==> config.mk <==
export PLATFORM = sky130hd
export DESIGN_NAME = game_ui_sequencer
export DESIGN_NICKNAME = d
export VERILOG_FILES = /design/src/rtl/game_ui_pkg.sv /design/src/rtl/game_ui_sequencer_health.sv /design/src/rtl/game_ui_sequencer.sv
export SDC_FILE = /design/constraint.sdc
export NUM_CORES = 1
export LEC_CHECK = 0
export BUFFER_PORTS_ARGS = -buffer_cell sky130_fd_sc_hd__buf_2
export CAP_MARGIN = 0
export CORE_UTILIZATION = 56
export CTS_CLUSTER_DIAMETER = 150
export DETAILED_ROUTE_END_ITERATION = 8
export HOLD_SLACK_MARGIN = 0.05
export PLACE_DENSITY_LB_ADDON = 0.12
export REMOVE_ABC_BUFFERS = 1
export SETUP_SLACK_MARGIN = 0.15
export SLEW_MARGIN = 20
export SYNTH_ARGS = -nofsm -noshare
export SYNTH_HDL_FRONTEND = slang
export SYNTH_SLANG_ARGS = --single-unit
==> constraint.sdc <==
create_clock -name clk -period 4.54 [get_ports clk]
set_input_delay 0.227 -clock clk [delete_from_list [all_inputs] [get_ports clk]]
set_output_delay 0.227 -clock clk [all_outputs]
set_load 0.01 [all_outputs]
==> src/rtl/game_ui_pkg.sv <==
// Shared definitions for the game-UI sequencer slice.
// Holds the controller state encoding, the UI entry field widths and the
// default fetch timeout, plus the saturating health subtract used by the
// health tracker.
package game_ui_pkg;

   typedef enum logic [1:0] {
      ST_IDLE  = 2'd0,
      ST_FETCH = 2'd1,
      ST_HOLD  = 2'd2,
      ST_END   = 2'd3
   } ui_state_t;

   localparam int GEOM_W            = 10;  // bar x/y/w/h, character amount
   localparam int HEALTH_W          = 10;  // health current/max, damage
   localparam int SENS_W            = 7;   // bar sensitivity
   localparam int FETCH_TIMEOUT_DEF = 16;

   // Health never goes below zero: any hit at least as large as the
   // remaining health leaves exactly 0.
   function automatic logic [HEALTH_W-1:0] sat_sub(input logic [HEALTH_W-1:0] health,
                                                   input logic [HEALTH_W-1:0] dmg);
      return (dmg >= health) ? '0 : health - dmg;
   endfunction

endpackage

==> src/rtl/game_ui_sequencer_health.sv <==
// ui_health_tracker: live player health register.
// Ports:
//   clk, reset_n      clock, async active-low reset
//   active            controller is in FETCH or HOLD (damage/death enabled)
//   load, load_value  entry latch from the reader; wins over damage
//   damage_valid/amt  damage strobe and amount
//   health            live ui_health_current
//   dead              player_dead level (health == 0 while active)
//   dead_rise         first cycle dead is high
module ui_health_tracker
   import game_ui_pkg::*;
(
   input  logic                clk,
   input  logic                reset_n,
   input  logic                active,
   input  logic                load,
   input  logic [HEALTH_W-1:0] load_value,
   input  logic                damage_valid,
   input  logic [HEALTH_W-1:0] damage_amount,
   output logic [HEALTH_W-1:0] health,
   output logic                dead,
   output logic                dead_rise
);

   logic dead_q;

   assign dead      = active && (health == '0);
   // Edge-detected so that restarting into FETCH with health still 0, or
   // loading an entry that itself carries 0 health, cannot loop restarts.
   assign dead_rise = dead && !dead_q;

   always_ff @(posedge clk or negedge reset_n) begin
      if (!reset_n) begin
         health <= '0;
         dead_q <= 1'b0;
      end else begin
         dead_q <= dead;
         if (load)
            health <= load_value;               // damage on this edge is dropped
         else if (active && damage_valid)
            health <= sat_sub(health, damage_amount);
      end
   end

endmodule

==> src/rtl/game_ui_sequencer.sv <==
// game_ui_sequencer: controller around the game-UI ROM reader.
// Owns the UI timebase and ROM address, hands the reader its fetch window
// through sync_ui_time, latches each decoded entry as live UI state, applies
// damage, and restarts or ends the script according to entry flags.
// Ports:
//   clk, reset_n                 clock, async active-low reset
//   start, time_tick             script start pulse, timebase strobe
//   damage_valid/damage_amount   damage event
//   addr, current_time           ROM address and timebase to the reader
//   sync_ui_time                 1 = reader idles, 0 = reader may fetch
//   update_ui_time, rd_*         decoded entry from the reader
//   ui_*                         live UI state for the renderers
//   character_reset_pulse        one cycle per entry with reset_character set
//   player_dead, game_end        status levels
//   fetch_error                  sticky reader-timeout flag
module game_ui_sequencer
   import game_ui_pkg::*;
#(
   parameter int ADDR_WIDTH    = 10,
   parameter int MAXIMUM_TIMES = 30,
   parameter int FETCH_TIMEOUT = FETCH_TIMEOUT_DEF
)(
   input  logic                     clk,
   input  logic                     reset_n,
   input  logic                     start,
   input  logic                     time_tick,
   input  logic                     damage_valid,
   input  logic [HEALTH_W-1:0]      damage_amount,
   output logic [ADDR_WIDTH-1:0]    addr,
   output logic [MAXIMUM_TIMES-1:0] current_time,
   output logic                     sync_ui_time,
   input  logic                     update_ui_time,
   input  logic                     rd_reset_character,
   input  logic [GEOM_W-1:0]        rd_character_amount,
   input  logic [HEALTH_W-1:0]      rd_health_current,
   input  logic [HEALTH_W-1:0]      rd_health_max,
   input  logic                     rd_transparent,
   input  logic                     rd_reset_when_dead,
   input  logic [GEOM_W-1:0]        rd_bar_x,
   input  logic [GEOM_W-1:0]        rd_bar_y,
   input  logic [GEOM_W-1:0]        rd_bar_w,
   input  logic [GEOM_W-1:0]        rd_bar_h,
   input  logic [SENS_W-1:0]        rd_bar_sensitivity,
   input  logic [MAXIMUM_TIMES-1:0] rd_next_ui_time,
   input  logic                     rd_is_end,
   output logic [GEOM_W-1:0]        ui_character_amount,
   output logic [HEALTH_W-1:0]      ui_health_current,
   output logic [HEALTH_W-1:0]      ui_health_max,
   output logic [GEOM_W-1:0]        ui_bar_x,
   output logic [GEOM_W-1:0]        ui_bar_y,
   output logic [GEOM_W-1:0]        ui_bar_w,
   output logic [GEOM_W-1:0]        ui_bar_h,
   output logic [SENS_W-1:0]        ui_bar_sensitivity,
   output logic                     ui_transparent,
   output logic                     character_reset_pulse,
   output logic                     player_dead,
   output logic                     game_end,
   output logic                     fetch_error
);

   localparam int             CNT_W   = $clog2(FETCH_TIMEOUT + 1);
   localparam logic [CNT_W-1:0] TO_MAX  = CNT_W'(FETCH_TIMEOUT);
   localparam logic [CNT_W-1:0] TO_LAST = CNT_W'(FETCH_TIMEOUT - 1);

   ui_state_t                state, state_nxt;
   logic [MAXIMUM_TIMES-1:0] next_time;
   logic                     reset_when_dead;
   logic [CNT_W-1:0]         to_cnt;

   logic in_fetch, in_hold, active;
   logic launch, latch, advance, restart, dead_rise;

   assign in_fetch = (state == ST_FETCH);
   assign in_hold  = (state == ST_HOLD);
   assign active   = in_fetch || in_hold;

   // Reader handshake is purely state driven: it may fetch only in FETCH.
   // Address and state move on the same edge, so the reader never samples
   // a stale address when sync drops.
   assign sync_ui_time = !in_fetch;
   assign game_end     = (state == ST_END);

   assign launch  = start && (state == ST_IDLE || state == ST_END);
   assign latch   = in_fetch && update_ui_time;
   assign restart = in_hold && dead_rise && reset_when_dead;
   assign advance = in_hold && !restart && (current_time >= next_time);

   // ---------------- FSM ----------------
   always_ff @(posedge clk or negedge reset_n) begin
      if (!reset_n) state <= ST_IDLE;
      else          state <= state_nxt;
   end

   always_comb begin
      state_nxt = state;
      unique case (state)
         ST_IDLE, ST_END: if (start)          state_nxt = ST_FETCH;
         ST_FETCH:        if (update_ui_time) state_nxt = rd_is_end ? ST_END : ST_HOLD;
         ST_HOLD:         if (restart || advance) state_nxt = ST_FETCH;
         default:         state_nxt = ST_IDLE;
      endcase
   end

   // ---------------- address / timebase ----------------
   always_ff @(posedge clk or negedge reset_n) begin
      if (!reset_n) begin
         addr         <= '0;
         current_time <= '0;
      end else begin
         if (launch || restart)
            addr <= '0;
         else if (advance)
            addr <= addr + 1'b1;              // wraps to 0 past the last entry

         if (launch || restart)
            current_time <= '0;
         else if (active && time_tick)
            current_time <= current_time + 1'b1;
      end
   end

   // ---------------- entry latch ----------------
   always_ff @(posedge clk or negedge reset_n) begin
      if (!reset_n) begin
         ui_character_amount   <= '0;
         ui_health_max         <= '0;
         ui_bar_x              <= '0;
         ui_bar_y              <= '0;
         ui_bar_w              <= '0;
         ui_bar_h              <= '0;
         ui_bar_sensitivity    <= '0;
         ui_transparent        <= 1'b0;
         next_time             <= '0;
         reset_when_dead       <= 1'b0;
         character_reset_pulse <= 1'b0;
      end else begin
         character_reset_pulse <= latch && rd_reset_character;
         if (latch) begin
            ui_character_amount <= rd_character_amount;
            ui_health_max       <= rd_health_max;
            ui_bar_x            <= rd_bar_x;
            ui_bar_y            <= rd_bar_y;
            ui_bar_w            <= rd_bar_w;
            ui_bar_h            <= rd_bar_h;
            ui_bar_sensitivity  <= rd_bar_sensitivity;
            ui_transparent      <= rd_transparent;
            next_time           <= rd_next_ui_time;
            reset_when_dead     <= rd_reset_when_dead;
         end
      end
   end

   // ---------------- reader timeout ----------------
   // Counter only runs while waiting in FETCH and saturates at the limit;
   // the error flag is sticky until reset and does not change state.
   always_ff @(posedge clk or negedge reset_n) begin
      if (!reset_n) begin
         to_cnt      <= '0;
         fetch_error <= 1'b0;
      end else begin
         if (!in_fetch || latch)
            to_cnt <= '0;
         else if (to_cnt != TO_MAX)
            to_cnt <= to_cnt + 1'b1;

         if (in_fetch && !latch && to_cnt == TO_LAST)
            fetch_error <= 1'b1;
      end
   end

   // ---------------- health ----------------
   ui_health_tracker u_health (
      .clk          (clk),
      .reset_n      (reset_n),
      .active       (active),
      .load         (latch),
      .load_value   (rd_health_current),
      .damage_valid (damage_valid),
      .damage_amount(damage_amount),
      .health       (ui_health_current),
      .dead         (player_dead),
      .dead_rise    (dead_rise)
   );

endmodule
==> results of run 1 <==
==> stage by stage <==
step / power [mW] / util / hold WS (ns) / worst slack (ns) / std cells
2_1_floorplan: 3.48 / - / -0.0686 / 0.596 / 839
3_3_place_gp: 4.21 / 0.671 / 0.325 / 1.68 / 1272
3_5_place_dp: 4.28 / 0.672 / 0.318 / 1.54 / 1273
4_1_cts: 5.83 / 0.793 / 0.0517 / 1.49 / 1412
5_1_grt: 6.27 / 0.793 / 0.0601 / 1.35 / 1412
6_report: 5.91 / 0.793 / 0.0582 / 1.55 / 1412
==> cell usage in the layout, fill, tap and decap left out, drive strengths merged, types with 15 or more instances in the layout <==
cell type | netlist | routed
a21oi | 32 | 32
buf | 6 | 254
clkbuf | 24 | 20
dfrtp | 159 | 159
dlygate4sd3 | 0 | 107
ha | 48 | 48
inv | 61 | 63
nand2 | 271 | 271
nand3 | 18 | 18
nand4 | 15 | 15
nor2 | 28 | 28
o21ai | 62 | 62
==> logic make-up after synthesis <==
family | share of synthesized area
AO/OA/AOI/OAI | 0.121
AND/OR/NAND/NOR | 0.221
multiplexers | 0.00254
flip-flops | 0.504
adder cells (fa/ha/maj) | 0.0787
buffers and inverters | 0.0444
XOR/XNOR | 0.0278
==> tightest hold or removal path, cell delays in order <==
cell and delay (ns):
buf_2 0.09, nand2_1 0.05, o21ai_0 0.08
==> layout make-up <==
| class | instances | area [sq um] | share of cell area |
|---|---|---|---|
| Tap cell | 180 | 225 | 0.0205 |
| Clock inverter | 12 | 160 | 0.0146 |
| Multi-Input combinational cell | 619 | 3570 | 0.325 |
| Clock buffer | 20 | 447 | 0.0407 |
| Timing Repair Buffer | 361 | 2360 | 0.215 |
| Sequential cell | 159 | 3980 | 0.363 |
| Inverter | 61 | 229 | 0.0209 |
==> layer usage <==
| layer | share of wire | routed length (um) | vias up | GRT usage |
|---|---|---|---|---|
| li1 | - | - | 3615 | - |
| met1 | 0.42 | 9490 | 3630 | 0.404 |
| met2 | 0.50 | 11300 | 299 | 0.522 |
| met3 | 0.055 | 1250 | 55 | 0.0651 |
| met4 | 0.027 | 603 | 0 | 0.122 |
| met5 | 0 | 0 | - | 0 |
==> timing repair <==
item	CTS	global route
hold buffers	107	0
hold endpoints to repair	185	0
buffers inserted	0	0
==> cell usage after synthesis (2+ instances only) <==
cell / n / share of area
nor4_1: 3 / 0.0024
o21a_1: 3 / 0.0029
or3_1: 13 / 0.010
nor2b_1: 3 / 0.0024
and2_1: 4 / 0.0032
nand2b_1: 5 / 0.0040
buf_2: 4 / 0.0025
a22oi_1: 10 / 0.0095
xor2_1: 14 / 0.016
nor2_1: 27 / 0.013
a31o_2: 2 / 0.0022
a2bb2oi_1: 2 / 0.0022
ha_1: 48 / 0.076
xnor2_1: 11 / 0.012
nand3_1: 17 / 0.011
or4_1: 9 / 0.0086
a21o_1: 3 / 0.0029
inv_1: 61 / 0.029
a21boi_0: 2 / 0.0019
mux2i_1: 2 / 0.0025
nor3_1: 9 / 0.0057
nand4_1: 14 / 0.011
and3_1: 10 / 0.0079
o211ai_1: 12 / 0.011
dfrtp_1: 159 / 0.50
nand2_1: 271 / 0.13
clkbuf_1: 24 / 0.011
o21ai_0: 61 / 0.039
a21oi_1: 32 / 0.020
and4_1: 3 / 0.0033
==> power breakdown <==
group	internal (mW)	switching, mW
Sequential	1.90	0.294
Clock	0.884	0.596
Combinational	0.855	1.37
==> flip-flops by register name (all words and copies together) (netlist names), 2 cells and up <==
signal and flops:
addr 10, current_time 30, next_time 30, state 2, to_cnt 5, u_health.health 10, ui_bar_h 10, ui_bar_sensitivity 7
ui_bar_w 10, ui_bar_x 10, ui_bar_y 10, ui_character_amount 10, ui_health_max 10
==> worst min-delay path by stage <==
| stage | cells past startpoint | slack [ns] | start | to |
|---|---|---|---|---|
| floorplan | 0 | -0.07 | reset_n | addr[0] |
| finish | 3 | 0.06 | rd_next_ui_time[20] | next_time[20] |
| detailed placement | 1 | 0.32 | reset_n | next_time[28] |
| global route | 3 | 0.06 | rd_next_ui_time[20] | next_time[20] |
| CTS | 3 | 0.05 | rd_next_ui_time[20] | next_time[20] |
| global placement | 1 | 0.33 | reset_n | addr[7] |
==> out/results.tsv, run 1 <==
metric	value	unit
global-route wire length before repair	35500	um
Seq cells post-synth	159	
Hold Crit Class	in2reg	
num rows	43	
vias per cell	5.38	
Worst Setup End Kind	flop	
Reg2Reg Setup Slack	1.55	ns
post-DP HPWL	13700	um
Port Buffer Count	249	
RSZ-0062 raised after global routing	no	
share of layout cells above drive strength 1	0.245	
clock slew at reported path FFs	0.06	ns
cell count after synthesis	869	
CP arrival	3.34	ns
Die Span X	121	um
post-route cell area	11000	sq um
Max stage delay cell, worst path	a32o_4	
P per Cell Area	539	nW/um^2
max-cap violations	0	
root buffer cell	clkbuf_16	
Max Clock Freq	335	MHz
crit path launch	state[0]	
Mean Syn Cell Area	9.08	sq um
relative slew slack	0.384	
Reg-to-Reg End	current_time[28]	
total global-route track usage	0.314	
largest net degree at the start of global routing	82	
Filler cells	910	
Final period util	0.658	
initial core utilization	0.571	
WS Path Type	reg2reg	
critical-path cell list	inv_1 > ha_1 > nor4_2 > and3_2 > a32o_4 > o2111ai_2 > or4_1 > nand2_1	
clk sink count	159	
Worst Tran Pin Value	0.924	ns
dpl cell area	9290	sq um
Netlist cell types	61	
Skew-Pair Late Insertion Delay	0.42	ns
clk_skew	0.00865	ns
GRT overflow	0	
CP Data Required Time	4.89	ns
Setup TNS	0	ns
sequential-to-total area share from yosys stat	0.504	
routed vias	7599	
TritonCTS Buffers	17	
post-cts resize count	0	
Max stage delay on crit path	0.57	ns
nets@finish	1395	
R2R cell count	8	
Setup crit end	current_time[28]	
buffer and inverter count on the worst path	1	
ANT nets after route	0	
final-report hold violation count	0	
Primary FF master, synth	dfrtp_1	
worst-case clock buffer depth	2	
vias in the first global route	7226	
routed wire length	22600	um
crit start category	flop	
ant diodes	0	
R2R Path Start	state[0]	
io pins	250	
maximum VDD drop	0.000316	V
outcome	finished, final reports clean	
core footprint	13800	sq um
initial antenna violation count	0	
Area growth, synth to finish	39.0	%
die area	14600	sq um
LEAKAGE	5.79	nW
H-tree lvl count	4	
EDFF count, synth	0	
async set-reset flop share out of synthesis	1.00	
Warnings, synthesis	0	
Die H	121	um
drt first pass iters	7	
crit-path max FO	44	
average wire per standard cell	16.0	um
fin. max-slew vios	0	
Mapped Area	7890	sq um
gpl congestion	0.896	
count of final setup violators	0	
CTS tree	yes	
DRT iter0 DRCs	568	
Crit path depth	8	
Top Family by Delay on Critical Path	simple AND/OR/NAND/NOR gates	
fin crit period	2.99	ns
DRC	0	
Power figures use the tool's default switching activity.
==> run 2, diff against run 1 <==
--- a/config.mk
+++ b/config.mk
@@ -7,7 +7,7 @@
 export LEC_CHECK = 0
 export BUFFER_PORTS_ARGS = -buffer_cell sky130_fd_sc_hd__buf_2
 export CAP_MARGIN = 0
-export CORE_UTILIZATION = 56
+export CORE_UTILIZATION = 47
 export CTS_CLUSTER_DIAMETER = 150
 export DETAILED_ROUTE_END_ITERATION = 8
 export HOLD_SLACK_MARGIN = 0.05
==> constraint.sdc (replaced) <==
create_clock -name clk -period 2.4 [get_ports clk]
set_input_delay 0.12 -clock clk [delete_from_list [all_inputs] [get_ports clk]]
set_output_delay 0.12 -clock clk [all_outputs]
set_load 0.01 [all_outputs]
==> run 2 against run 1 <==
  * The run now ends with negative setup slack left
  * Via count grew 2.5%
  * Die area increased by 19%
  * Clock skew up 0.0023 ns
  * Sequential power is 85% higher
  * Fmax increased by 20%
  * Register-to-register slack lost 1.6 ns
  * Final cell count rose by 8.6%
  * Clock power grew 90%
  * Critical endpoint is now u_health.health[9]
==> out/results.tsv, run 2 (synthesized netlist as in run 1, its figures left out) <==
metric	value	unit	change
outcome	finished, violations left		was finished, final reports clean
violated checks	negative setup slack		
R2R cell count	12		was 8
maximum VDD drop	0.000619	V	was 0.000316 V
start point of the worst hold path	rd_is_end		was rd_next_ui_time[20]
crit-path max FO	6		was 44
worst-case clock buffer depth	2		unchanged
Seq pwr share	0.344		was 0.372
DRC	0		unchanged
Area growth, synth to finish	52.9	%	was 39.0%
average wire per standard cell	15.3	um	was 16.0 um
nets@finish	1477		was 1395
TritonCTS Buffers	17		unchanged
share of layout cells above drive strength 1	0.330		was 0.245
routed wire length	23500	um	was 22600 um
fin crit period	2.48	ns	was 2.99 ns
final-report hold violation count	0		unchanged
gpl congestion	0.815		was 0.896
clock slew at reported path FFs	0.07	ns	was 0.06 ns
Hold Slack	0.0682	ns	was 0.0582 ns
Hold Crit Class	in2reg		unchanged
post-DP HPWL	14600	um	was 13700 um
Skew-Pair Late Insertion Delay	0.43	ns	was 0.42 ns
vias per cell	5.08		was 5.38
vias in the first global route	7609		was 7226
die area	17300	sq um	was 14600 sq um
Worst Setup End Kind	flop		unchanged
drt first pass iters	5		was 7
WS Path Type	reg2reg		unchanged
H-tree lvl count	4		unchanged
global-route wire length before repair	37400	um	was 35500 um
crit start category	flop		unchanged
Reg-to-Reg End	u_health.health[9]		was current_time[28]
internal power	7.30	mW	was 3.64 mW
P per Cell Area	977	nW/um^2	was 539 nW/um^2
area of the multi-input gates	3920	sq um	was 3570 sq um
Worst Tran Pin Value	0.847	ns	was 0.924 ns
initial antenna violation count	3		was 0
io pins	250		unchanged
Die H	132	um	was 121 um
CP arrival	2.77	ns	was 3.34 ns
biggest regs	current_time (30), next_time (30)		unchanged
CTS tree	yes		unchanged
Die Span X	132	um	was 121 um
fin. max-slew vios	0		unchanged
max-cap violations	0		unchanged
Clock Power Share	0.238		was 0.251
core footprint	16100	sq um	was 13800 sq um
relative slew slack	0.427		was 0.384
Setup TNS	-0.560	ns	was 0 ns
largest net degree at the start of global routing	81		was 82
net load switching power	4.49	mW	was 2.26 mW
Max Clock Freq	403	MHz	was 335 MHz
R2R Path Start	u_health.health[0]		was state[0]
Final WS setup	-0.0811	ns	was 1.55 ns
most common cell after layout, fill and taps aside	nand2_1		unchanged
RSZ-0062 raised after global routing	yes		was no
DRT iter0 DRCs	446		was 568
Filler cells	1181		was 910
hold depth	3		unchanged
Final period util	1.03		was 0.658
count of final setup violators	10		was 0
clk sink count	159		unchanged
clk_skew	0.0110	ns	was 0.00865 ns
GRT overflow	0		unchanged
most frequent cells in the layout	nand2_1 (268), buf_2 (248), dfrtp_1 (158)		was nand2_1 (270), buf_2 (249), dfrtp_1 (159)
flip-flop and latch area	3980	sq um	about the same
CP Data Required Time	2.69	ns	was 4.89 ns
routed vias	7791		was 7599
num rows	46		was 43
Port Buffer Count	249		unchanged
Switching Fraction	0.381		was 0.383
root buffer cell	clkbuf_16		unchanged
initial core utilization	0.490		was 0.571
combinational power share	0.418		was 0.377
LEAKAGE	6.27	nW	was 5.79 nW
worst-case hold path end point	state[0]		was next_time[20]
ANT nets after route	0		unchanged
Reg2Reg Setup Slack	-0.08	ns	was 1.55 ns
total global-route track usage	0.271		was 0.314
run 2: changes by cell type in the layout (fill, tap and decap cells not counted), sizes merged, moves of 2 or more:
cell | before | now
inv | 63 | 66
buf | 254 | 329
diode | 0 | 4
clkbuf | 20 | 18
clkinv | 3 | 1
dlygate4sd3 | 107 | 112
run 2: layer usage:
layer / wire length, um / global-route usage / up-vias
li1: - / - / 3806
met3: 1130 / 0.0532 / 40
met5: 12 / 0 / -
met4: 441 / 0.0982 / 2
met1: 10100 / 0.337 / 3699
met2: 11700 / 0.467 / 244
run 2: worst max-delay path by stage:
stage,from,end,cells after the start
3_5_place_dp,u_health.health[0],u_health.health[4],12
4_1_cts,u_health.health[0],u_health.health[8],12
5_1_grt,u_health.health[0],u_health.health[9],12
3_3_place_gp,u_health.health[0],u_health.health[3],12
2_1_floorplan,state[1],u_health.health[9],6
6_report,u_health.health[0],u_health.health[9],12
run 2: repair_timing:
action	CTS	global route
endpoints found under the hold margin	177	0
endpoints found under the setup margin	43	32
hold buffers	112	0
buffers inserted	11	10
resized for setup	35	52
pin swaps	19	56
gates cloned	1	2
run 2: layout make-up:
class / instances / share of cell area
repair buffers: 441 / 0.252
diodes: 4 / 0.000830
clock inverters: 14 / 0.0149
flip-flops and latches: 159 / 0.330
well taps: 216 / 0.0224
clock buffers: 18 / 0.0356
inverters: 61 / 0.0190
multi-input cells: 621 / 0.325
run 2: through the flow:
stage          setup WS (ns)   util  std cells  power [mW]  area [sq um]
4_1_cts              -0.0352  0.729       1518        11.6         11700
3_5_place_dp          -0.246  0.606       1362        8.38          9770
6_report             -0.0811  0.749       1534        11.8         12100
5_1_grt               -0.188  0.748       1532        12.6         12100
3_3_place_gp          -0.163  0.606       1362        8.29          9770
2_1_floorplan          -1.54      -        839        6.59          7770
run 2: worst max-delay path, stage by stage (launching register included):
cell and delay, ns:
dfrtp_1 0.38, inv_1 0.06, ha_2 0.18, inv_2 0.04, fa_2 0.36, a21o_1 0.18
a21oi_2 0.18, o21ai_2 0.08, o41ai_2 0.26, nor2b_1 0.13, o31ai_4 0.25, buf_6 0.17
o31ai_2 0.08
run 2: power by group through the flow:
| stage | logic (mW) | clock network (mW) | registers [mW] |
|---|---|---|---|
| after floorplan | 2.18 | 0 | 4.41 |
| after global placement | 4.26 | 0 | 4.03 |
| after detailed placement | 4.32 | 0 | 4.05 |
| after CTS | 4.71 | 2.87 | 4.02 |
| after global routing | 5.46 | 2.96 | 4.16 |
| final | 4.93 | 2.81 | 4.06 |
